<file path="src/rtl/neuron_mac_q55_if.sv">
// Handshake bundle between a neuron_mac_q55 stage and its producer/consumer.
// slave is the MAC's view; master is the driver/consumer view.
interface neuron_mac_q55_if #(
  parameter int DATA_WIDTH = 16,
  parameter int LEN_WIDTH  = 9,
  parameter int OUT_WIDTH  = 10
);
  logic                  start;
  logic [LEN_WIDTH-1:0]  len;
  logic [DATA_WIDTH-1:0] bias;
  logic                  in_valid;
  logic                  in_ready;
  logic [DATA_WIDTH-1:0] x_in;
  logic [DATA_WIDTH-1:0] w_in;
  logic                  out_valid;
  logic                  out_ready;
  logic [OUT_WIDTH-1:0]  z_out;
  logic                  sat_flag;
  logic                  busy;

  modport slave (
    input  start, len, bias, in_valid, x_in, w_in, out_ready,
    output in_ready, out_valid, z_out, sat_flag, busy
  );

  modport master (
    output start, len, bias, in_valid, x_in, w_in, out_ready,
    input  in_ready, out_valid, z_out, sat_flag, busy
  );
endinterface

</file>
<file path="src/rtl/neuron_mac_q55.sv">
// Q8.8 multiply-accumulate producing a saturated Q5.5 neuron pre-activation.
// Define NEURON_MAC_ROUND_EN for round-half-up requantisation (default truncates).
module neuron_mac_q55 #(
  parameter int DATA_WIDTH  = 16,
  parameter int FRACT_WIDTH = 8,
  parameter int ACC_WIDTH   = 40,
  parameter int LEN_WIDTH   = 9,
  parameter int OUT_WIDTH   = 10,
  parameter int OUT_FRAC    = 5
) (
  input logic clk,
  input logic reset,
  neuron_mac_q55_if.slave bus
);
  localparam int SHIFT = 2*FRACT_WIDTH - OUT_FRAC;
  localparam logic signed [ACC_WIDTH-1:0] Z_MAX = ACC_WIDTH'(2**(OUT_WIDTH-1) - 1);
  localparam logic signed [ACC_WIDTH-1:0] Z_MIN = ~Z_MAX;

  typedef enum logic [1:0] {IDLE, ACCUM, FIN, DONE} state_t;

  state_t                      state, state_nxt;
  logic signed [ACC_WIDTH-1:0] acc, acc_nxt;
  logic [LEN_WIDTH-1:0]        cnt, cnt_nxt;
  logic [OUT_WIDTH-1:0]        z_q;
  logic                        sat_q;

  logic signed [2*DATA_WIDTH-1:0] prod;
  logic signed [ACC_WIDTH-1:0]    prod_ext, bias_aligned;
  logic signed [ACC_WIDTH-1:0]    acc_r, r_full;
  logic [OUT_WIDTH-1:0]           r_clip;
  logic                           r_sat;

  assign prod         = $signed(bus.x_in) * $signed(bus.w_in);
  assign prod_ext     = $signed({{(ACC_WIDTH-2*DATA_WIDTH){prod[2*DATA_WIDTH-1]}}, prod});
  assign bias_aligned = $signed({{(ACC_WIDTH-DATA_WIDTH){bus.bias[DATA_WIDTH-1]}}, bus.bias})
                        <<< FRACT_WIDTH;

`ifdef NEURON_MAC_ROUND_EN
  localparam logic signed [ACC_WIDTH-1:0] ROUND_HALF = ACC_WIDTH'(1) <<< (SHIFT-1);
  assign acc_r = acc + ROUND_HALF;
`else
  assign acc_r = acc;
`endif

  // Sum cannot overflow ACC_WIDTH for any legal len, so only the output needs clipping.
  always_comb begin
    r_full = acc_r >>> SHIFT;
    r_sat  = 1'b0;
    r_clip = r_full[OUT_WIDTH-1:0];
    if (r_full > Z_MAX) begin
      r_sat  = 1'b1;
      r_clip = Z_MAX[OUT_WIDTH-1:0];
    end else if (r_full < Z_MIN) begin
      r_sat  = 1'b1;
      r_clip = Z_MIN[OUT_WIDTH-1:0];
    end
  end

  always_comb begin
    state_nxt = state;
    acc_nxt   = acc;
    cnt_nxt   = cnt;
    case (state)
      IDLE: if (bus.start) begin
        acc_nxt   = bias_aligned;
        cnt_nxt   = bus.len;
        state_nxt = (bus.len != '0) ? ACCUM : FIN;
      end
      ACCUM: if (bus.in_valid) begin
        acc_nxt = acc + prod_ext;
        cnt_nxt = cnt - LEN_WIDTH'(1);
        if (cnt == LEN_WIDTH'(1)) state_nxt = FIN;
      end
      FIN:  state_nxt = DONE;
      DONE: if (bus.out_ready) state_nxt = IDLE;
      default: state_nxt = IDLE;
    endcase
  end

  always_ff @(posedge clk) begin
    if (reset) begin
      state <= IDLE;
      acc   <= '0;
      cnt   <= '0;
      z_q   <= '0;
      sat_q <= 1'b0;
    end else begin
      state <= state_nxt;
      acc   <= acc_nxt;
      cnt   <= cnt_nxt;
      if (state == FIN) begin
        z_q   <= r_clip;
        sat_q <= r_sat;
      end
    end
  end

  assign bus.in_ready  = (state == ACCUM);
  assign bus.out_valid = (state == DONE);
  assign bus.busy      = (state != IDLE);
  assign bus.z_out     = z_q;
  assign bus.sat_flag  = sat_q;
endmodule
</file>
<file path="src/flat_wrapper.sv">
// flat-port wrapper written by rule: the top's interface ports become plain ports
module neuron_mac_q55_flat 
#(
  parameter int DATA_WIDTH  = 16,
  parameter int FRACT_WIDTH = 8,
  parameter int ACC_WIDTH   = 40,
  parameter int LEN_WIDTH   = 9,
  parameter int OUT_WIDTH   = 10,
  parameter int OUT_FRAC    = 5
)
  (clk, reset, bus_start, bus_len, bus_bias, bus_in_valid, bus_x_in, bus_w_in, bus_out_ready, bus_in_ready, bus_out_valid, bus_z_out, bus_sat_flag, bus_busy);
  neuron_mac_q55_if #(.DATA_WIDTH(DATA_WIDTH), .LEN_WIDTH(LEN_WIDTH), .OUT_WIDTH(OUT_WIDTH)) bus_i ();
  input logic clk;
  input logic reset;
  input wire logic [$bits(bus_i.start)-1:0] bus_start;
  input wire logic [$bits(bus_i.len)-1:0] bus_len;
  input wire logic [$bits(bus_i.bias)-1:0] bus_bias;
  input wire logic [$bits(bus_i.in_valid)-1:0] bus_in_valid;
  input wire logic [$bits(bus_i.x_in)-1:0] bus_x_in;
  input wire logic [$bits(bus_i.w_in)-1:0] bus_w_in;
  input wire logic [$bits(bus_i.out_ready)-1:0] bus_out_ready;
  output wire logic [$bits(bus_i.in_ready)-1:0] bus_in_ready;
  output wire logic [$bits(bus_i.out_valid)-1:0] bus_out_valid;
  output wire logic [$bits(bus_i.z_out)-1:0] bus_z_out;
  output wire logic [$bits(bus_i.sat_flag)-1:0] bus_sat_flag;
  output wire logic [$bits(bus_i.busy)-1:0] bus_busy;
  assign bus_i.start = bus_start;
  assign bus_i.len = bus_len;
  assign bus_i.bias = bus_bias;
  assign bus_i.in_valid = bus_in_valid;
  assign bus_i.x_in = bus_x_in;
  assign bus_i.w_in = bus_w_in;
  assign bus_i.out_ready = bus_out_ready;
  assign bus_in_ready = bus_i.in_ready;
  assign bus_out_valid = bus_i.out_valid;
  assign bus_z_out = bus_i.z_out;
  assign bus_sat_flag = bus_i.sat_flag;
  assign bus_busy = bus_i.busy;
  neuron_mac_q55 #(.DATA_WIDTH(DATA_WIDTH), .FRACT_WIDTH(FRACT_WIDTH), .ACC_WIDTH(ACC_WIDTH), .LEN_WIDTH(LEN_WIDTH), .OUT_WIDTH(OUT_WIDTH), .OUT_FRAC(OUT_FRAC)) u_core (.clk(clk), .reset(reset), .bus(bus_i));
endmodule
</file>
<file path="config.mk">
export PLATFORM = sky130hd
export DESIGN_NAME = neuron_mac_q55_flat
export DESIGN_NICKNAME = d
export VERILOG_FILES = /design/src/rtl/neuron_mac_q55_if.sv /design/src/rtl/neuron_mac_q55.sv /design/src/flat_wrapper.sv
export SDC_FILE = /design/constraint.sdc
export NUM_CORES = 1
export LEC_CHECK = 0
export ABC_CLOCK_PERIOD_IN_PS = 22400
export CORE_MARGIN = 2
export CORE_UTILIZATION = 38
export DETAILED_ROUTE_END_ITERATION = 8
export PLACE_DENSITY_LB_ADDON = 0.2
export SYNTH_ARGS = -nofsm -noshare
export SYNTH_HDL_FRONTEND = slang
export SYNTH_SLANG_ARGS = --single-unit
</file>
<file path="constraint.sdc">
create_clock -name clk -period 22.4 [get_ports clk]
set_input_delay 4.48 -clock clk [delete_from_list [all_inputs] [get_ports clk]]
set_output_delay 4.48 -clock clk [all_outputs]
set_load 0.05 [all_outputs]
</file>
==> results of run 1 <==
synth_stat cells, types with 8 or more instances:
cell type,instances
clkbuf_1,56
dfxtp_1,62
nor3_1,8
inv_1,419
a211oi_1,21
xnor2_1,19
a21oi_1,71
o21ai_1,12
and2_1,116
nand4_1,13
a22oi_1,11
a21o_1,10
nor2_1,72
nand3_1,20
xor2_1,20
fa_1,330
nand2_1,175
o21ai_0,10
ha_1,121
nor4_1,12
layout by cell type (no fill, tap or decap), drive strengths merged, types with 6 or more instances in the layout:
cell,Yosys,final
clkdlybuf4s50,0,74
nor4,12,12
and2,116,116
nand2b,7,7
nor2,72,72
o21ai,22,22
nor2b,6,6
nand2,175,175
buf,5,11
a21oi,72,72
xor2,20,20
a21o,10,10
nor3,8,8
o22ai,6,6
nand3,20,20
ha,121,121
xnor2,19,19
a211oi,22,22
a221oi,8,8
a22oi,11,11
nand4,13,13
o31ai,7,7
inv,419,419
dfxtp,62,62
clkbuf,56,11
fa,330,330
worst max path at each step:
stage                           endpoint         start  slack, ns  cells past startpoint
after floorplan           u_core.acc[37]  bus_x_in[15]      11.91                     23
after global placement    u_core.acc[36]  bus_x_in[15]      10.65                     23
after detailed placement  u_core.acc[36]  bus_x_in[10]      10.58                     23
after CTS                 u_core.acc[36]  bus_x_in[15]      10.86                     23
after global routing      u_core.acc[36]  bus_x_in[10]      10.44                     23
final                     u_core.acc[36]  bus_x_in[10]      10.77                     23
kinds of logic after synthesis:
| family | after synthesis |
|---|---|
| AO/OA/AOI/OAI | 205 |
| adder cells (fa/ha/maj) | 451 |
| buffers and inverters | 480 |
| flip-flops | 62 |
| XOR/XNOR | 39 |
| AND/OR/NAND/NOR | 452 |
| multiplexers | 4 |
final cells by class:
class | count | area share
multi-input combinational | 1151 | 0.725
inverter | 419 | 0.0943
sequential | 62 | 0.0744
timing repair buffer | 85 | 0.0492
tap | 525 | 0.0394
clock buffer | 11 | 0.0146
clock inverter | 5 | 0.00353
stage by stage:
stage / hold slack [ns] / utilization
6_report: 0.489 / 0.422
5_1_grt: 0.500 / 0.422
4_1_cts: 0.485 / 0.422
3_5_place_dp: 0.478 / 0.414
3_3_place_gp: 0.471 / 0.414
2_1_floorplan: 0.436 / -
flip-flops by register name (all words and copies together), names as in the netlist:
register	count
u_core.acc	40
u_core.bus.z_out	10
u_core.cnt	9
u_core.state	2
u_core.bus.sat_flag	1
worst reg2reg max path, cell delays in order, from the launching register on:
cell and delay (ns):
dfxtp_1 0.35, inv_1 0.09, fa_1 0.50, inv_1 0.05, fa_1 0.52, fa_1 0.44, fa_1 0.49, inv_1 0.06
fa_1 0.59, inv_1 0.07, ha_1 0.38, a21oi_1 0.31, o211ai_1 0.13, a2111oi_1 0.59, o31ai_1 0.17, a41o_1 0.28
a311oi_2 0.42, nor2b_1 0.11, o2111ai_1 0.19, o311ai_1 0.13
routing by layer:
layer  share of wire  vias to the layer above
met1            0.52                     5629
met3           0.042                       33
li1                -                     5241
met4           0.011                        0
met5               0                        -
met2            0.42                      244
==> results by group, run 1 <==
Place
  • Post-Place Setup Slack: 10.58 ns
  • Placed inst area: 0.0164 sq mm
  • DP Wirelength: 31,700 um
  • Port-buffer cells: 75
  • DP Cell Count: between 2,000 and 2,500
  • GPL Wtd Cong: 0.890

Timing
  • Setup violations, final: 0
  • Slew HR: 0.365
  • Setup_tns: 0 ns
  • RSZ-0062 raised after global routing: false
  • Final Hold Viols: 0
  • Slew Viols, Final: 0
  • F_max: between 80 and 90 MHz
  • Setup ws final: 10.77 ns
  • Final Skew: 0.00622 ns
  • Least-Margin Pin Slew: 0.951 ns
  • Fin crit share: 0.519
  • Final Critical Period: 11.63 ns

Final layout
  • Sequential Area: 0.00124 sq mm
  • Area Growth Syn to Fin: 10.2%
  • Fill count: 3,963
  • Fraction of layout cells with a size suffix above 1: 0.0202
  • Fin cells: 2,258
  • Final Instance Area: 0.0167 sq mm
  • Multi-input gate area: 0.0121 sq mm
  • Nets@finish: about 2,200
  • ANT cells: 0

Die
  • Die height: 204 um
  • Core Box Area: 0.0395 sq mm
  • Starting Density: 0.382
  • Die Wd: 204 um
  • IO Pins: 76
  • Die Area: just over 0.04 sq mm
  • # rows: between 70 and 80

Worst setup path
  • Delay-heaviest family, CP: adder cells
  • WP data arrival: 11.82 ns
  • Critical path type: in2reg
  • CP bufs+invs: 6
  • Worst flop-to-flop path startpoint: u_core.acc[15]
  • CP most frequent cell: fa_1
  • Worst R2R End: u_core.acc[36]
  • Crit path cell chain: clkdlybuf4s50_1 -> nand2_1 -> fa_1 -> inv_1 -> fa_1 -> inv_1 -> fa_1 -> inv_1 -> fa_1 -> fa_1 -> inv_1 -> fa_1 -> inv_1 -> ha_1 -> a21oi_1 -> o211ai_1 -> a2111oi_1 -> o31ai_1 -> a41o_1 -> a311oi_2 -> nor2b_1 -> o2111ai_1 -> o311ai_1
  • Worst setup SP type: input port
  • Reg2reg setup slack: 16.41 ns
  • Crit-path slowest cell: clkdlybuf4s50_1
  • CP endpoint kind: register
  • R2R cell count: 19
  • Worst Path Required: ~23 ns
  • CP Max Fanout: 16
  • Max incr delay on CP: 1.01 ns

Synthesis
  • Ys Warns: 0
  • Largest family of logic cells by synthesized area: adder cells
  • Synth Instances: 1,693
  • Post-synthesis compound-gate area fraction: 0.0916
  • Leading area contributor after synthesis: fa_1
  • Synth top area share: 0.437
  • Avg Inst Size Synth: 8.94 sq um
  • Sequential area share after synthesis: 0.0821
  • Xor and xnor fraction of the mapped netlist area: 0.0226
  • Syn nets: 2,206
  • Mux cell area share after synthesis: 0.00273
  • Post-synth EDFFs: 0
  • Async SR Flop Fraction: 0
  • Number of synthesized register bits: 62
  • Top post-synthesis cells by area: fa_1 44%, inv_1 10%, ha_1 10%, dfxtp_1 8.2%, and2_1 4.8%
  • Cell Area, Synth: 0.0151 sq mm
  • Synth Area in Simple Gates: 0.145
  • Cell variety after synth: 68
  • Top_reg_cell synth: dfxtp_1
  • Synth Area in Adders: 0.537

Job
  • Max Cap Viol: 0

Clock tree
  • CTS buffer count: 9
  • Post-CTS setup buffer count: 0
  • CTS Sinks: slightly above 60
  • Clock root buffer: clkbuf_16
  • Clock-pin slew on the worst setup and hold paths: 0.06 ns
  • H-tree depth: 3
  • CTS tree: yes
  • Clock Latency Late Sink: 0.32 ns
  • Post-CTS Hold Buffers: 0
  • Max clock buf depth: 2
  • PostCTS Resize Cnt: 0

Drt
  • Starting DRT DRC Count: 480
  • Final ANT Viol Nets: 0
  • Routed len/inst: 17.0 um
  • DRC Markers: 0
  • Total number of vias: between 10,000 and 15,000
  • DRT Wirelength: about 38,000 um
  • Drt first pass iters: 5
  • Vias per Instance: 4.94

Global routing
  • Grt ovf: 0
  • Initial antenna violation count: 0
  • Grt met2 use: 0.299
  • Met3 usage: 0.0197
  • Gr busiest metal: met1
  • Number of global-route vias before repair: 11,993
  • Total GRT Usage: 0.201
  • First-pass GRT wire length: 66,200 um
  • Largest net degree at the start of global routing: 67
  • Met1 GRT Util: 0.320

Hold path
  • Hold depth: 2
  • Hold worst-path end: u_core.bus.z_out[1]
  • Hold Crit Class: reg2reg
  • Hold Crit Start: u_core.bus.z_out[1]

Outcome
  • Outcome: finished clean
Power of run 1 is left out: the tool's default activity adds up to more than one toggle a clock period on the data nets, which glitch-free logic cannot reach.
==> run 2, diff against run 1 <==
ABC_CLOCK_PERIOD_IN_PS = 10400   (was 22400)
clock period = 10.4 ns   (was 22.4 ns; I/O delays follow)
==> run 2 against run 1 <==
Compared with the run above: sequential share of layout area about the same; global-route usage about the same; largest cell class unchanged; flip-flop and latch count unchanged; worst hold slack worse by 0.0011 ns; clock skew up 0.0042 ns.
==> results by group, run 2 (same netlist as run 1, synthesis figures left out) <==
Drt
  • Final ANT Viol Nets: 0 (unchanged)
  • Routed len/inst: 17.0 um (+0.34%)
  • DRC Markers: 0 (unchanged)
  • Vias per Instance: 4.92 (-0.26%)
  • DRT Wirelength: 38,500 um (+0.57%)
  • Starting DRT DRC Count: 590 (+23%)
  • Drt first pass iters: 5 (unchanged)
  • Total number of vias: 11,143 (-0.036%)

Clock tree
  • Clock root buffer: clkbuf_16
  • PostCTS Resize Cnt: 0 (unchanged)
  • CTS Sinks: 62 (unchanged)
  • Clock Latency Late Sink: 0.33 ns (about the same)
  • Post-CTS Hold Buffers: 0 (unchanged)
  • CTS buffer count: 9 (unchanged)
  • H-tree depth: 3 (unchanged)
  • Max clock buf depth: 2 (unchanged)
  • Clock-pin slew on the worst setup and hold paths: 0.06 ns (about the same)
  • Post-CTS setup buffer count: 0 (unchanged)
  • CTS tree: yes

Worst setup path
  • Worst Path Required: 10.60 ns (-11.99 ns)
  • WP data arrival: 9.31 ns (-2.51 ns)
  • CP endpoint kind: register
  • Worst setup SP type: input port
  • CP Max Fanout: 16 (unchanged)
  • Critical path type: in2reg

Final layout
  • ANT cells: 0 (unchanged)
  • Nets@finish: 2,246 (+0.22%)
  • Fraction of layout cells with a size suffix above 1: 0.0230 (+0.00282)
  • Fill count: 3,967 (+0.10%)
  • Most common cell after layout, fill and taps aside: inv_1
  • Top reg by flops: u_core.acc
  • Most frequent cells in the layout: 419 x inv_1, 330 x fa_1, 175 x nand2_1
  • Area Growth Syn to Fin: 10.4%
  • Largest register FFs: 40 (unchanged)
  • Util after Layout: 0.422 (+0.000601)

Timing
  • RSZ-0062 raised after global routing: false
  • Setup violations, final: 0 (unchanged)
  • Final Hold Viols: 0 (unchanged)
  • Slew HR: 0.462 (+0.0973)
  • Fin crit share: 0.876
  • Setup_tns: 0 ns (unchanged)
  • Slew Viols, Final: 0 (unchanged)
  • Final Skew: 0.0104 ns (+0.00422 ns)
  • Final Critical Period: between 9 and 10 ns
  • F_max: 110 MHz
  • Least-Margin Pin Slew: 0.804 ns (-0.147 ns)

Place
  • GPL Wtd Cong: 0.897 (+0.70%)
  • Port-buffer cells: 75 (unchanged)
  • DP Wirelength: 32,300 um (+1.9%)

Die
  • Core Box Area: 0.0395 sq mm (unchanged)
  • Starting Density: 0.382 (unchanged)
  • Die Area: 0.0414 sq mm (unchanged)
  • Die Wd: 204 um (unchanged)
  • IO Pins: 76 (unchanged)
  • # rows: 73 (unchanged)
  • Die height: 204 um (unchanged)

Outcome
  • Outcome: finished clean

Global routing
  • Initial antenna violation count: 0 (unchanged)
  • First-pass GRT wire length: 66,200 um (about the same)
  • Number of global-route vias before repair: 12,107 (+0.95%)
  • Largest net degree at the start of global routing: 67 (unchanged)
  • Total GRT Usage: 0.201 (+0.000277)
  • Grt ovf: 0 (unchanged)

Job
  • Max Cap Viol: 0 (unchanged)

Hold path
  • Hold Crit Class: reg2reg
[run 2: changes by cell type in the layout (fill, tap and decap cells not counted)]
cell	previous run	this run
clkinvlp_4	2	3
buf_4	10	15
clkinv_2	1	0
bufinv_16	1	0
clkbuf_8	1	2
[run 2: critical path, cell delays in order]
cell and delay, ns:
clkdlybuf4s50_1 0.97, nand2_1 0.18, fa_1 0.57, inv_1 0.06, fa_1 0.53, inv_1 0.05
fa_1 0.50, inv_1 0.05, fa_1 0.51, fa_1 0.56, inv_1 0.05, fa_1 0.60
inv_1 0.06, ha_1 0.38, a21oi_1 0.29, o211ai_1 0.12, a2111oi_1 0.46, o31ai_1 0.14
a41o_1 0.28, a311oi_2 0.42, nor2b_1 0.11, o2111ai_1 0.19, o311ai_1 0.13
[run 2: path summary, 6_finish.rpt]
path	cells after the start	end	slack [ns]	start
worst min-delay path	2	u_core.bus.z_out[1]	0.49	u_core.bus.z_out[1]
worst max-delay path	23	u_core.acc[36]	1.29	bus_x_in[9]
worst max register to register	19	u_core.acc[36]	4.57	u_core.acc[15]
worst min register to register	2	u_core.bus.z_out[1]	0.49	u_core.bus.z_out[1]
[run 2: metrics by stage]
step,cell area [sq um],hold slack [ns],setup slack (ns),cells
floorplan,15100,0.436,2.31,1693
global placement,16400,0.473,1.04,2247
detailed placement,16400,0.480,1.03,2247
CTS,16700,0.488,1.31,2263
global route,16700,0.515,0.908,2263
finish,16700,0.488,1.29,2263
[run 2: metal layers]
layer | wire, um | global-route usage
met1 | 20100 | 0.323
met2 | 16500 | 0.302
met4 | 383 | 0.0292
met5 | 0 | 0
met3 | 1600 | 0.0142
[run 2: cell type report]
class                           instances  area, sq um  area share
Clock buffer                           12          256      0.0154
Inverter                              419         1570      0.0942
Multi-Input combinational cell       1151        12100       0.724
Timing Repair Buffer                   90          858      0.0514
Sequential cell                        62         1240      0.0743
Clock inverter                          4         31.3     0.00187
Tap cell                              525          657      0.0393
Power of run 2 is left out for the same reason.
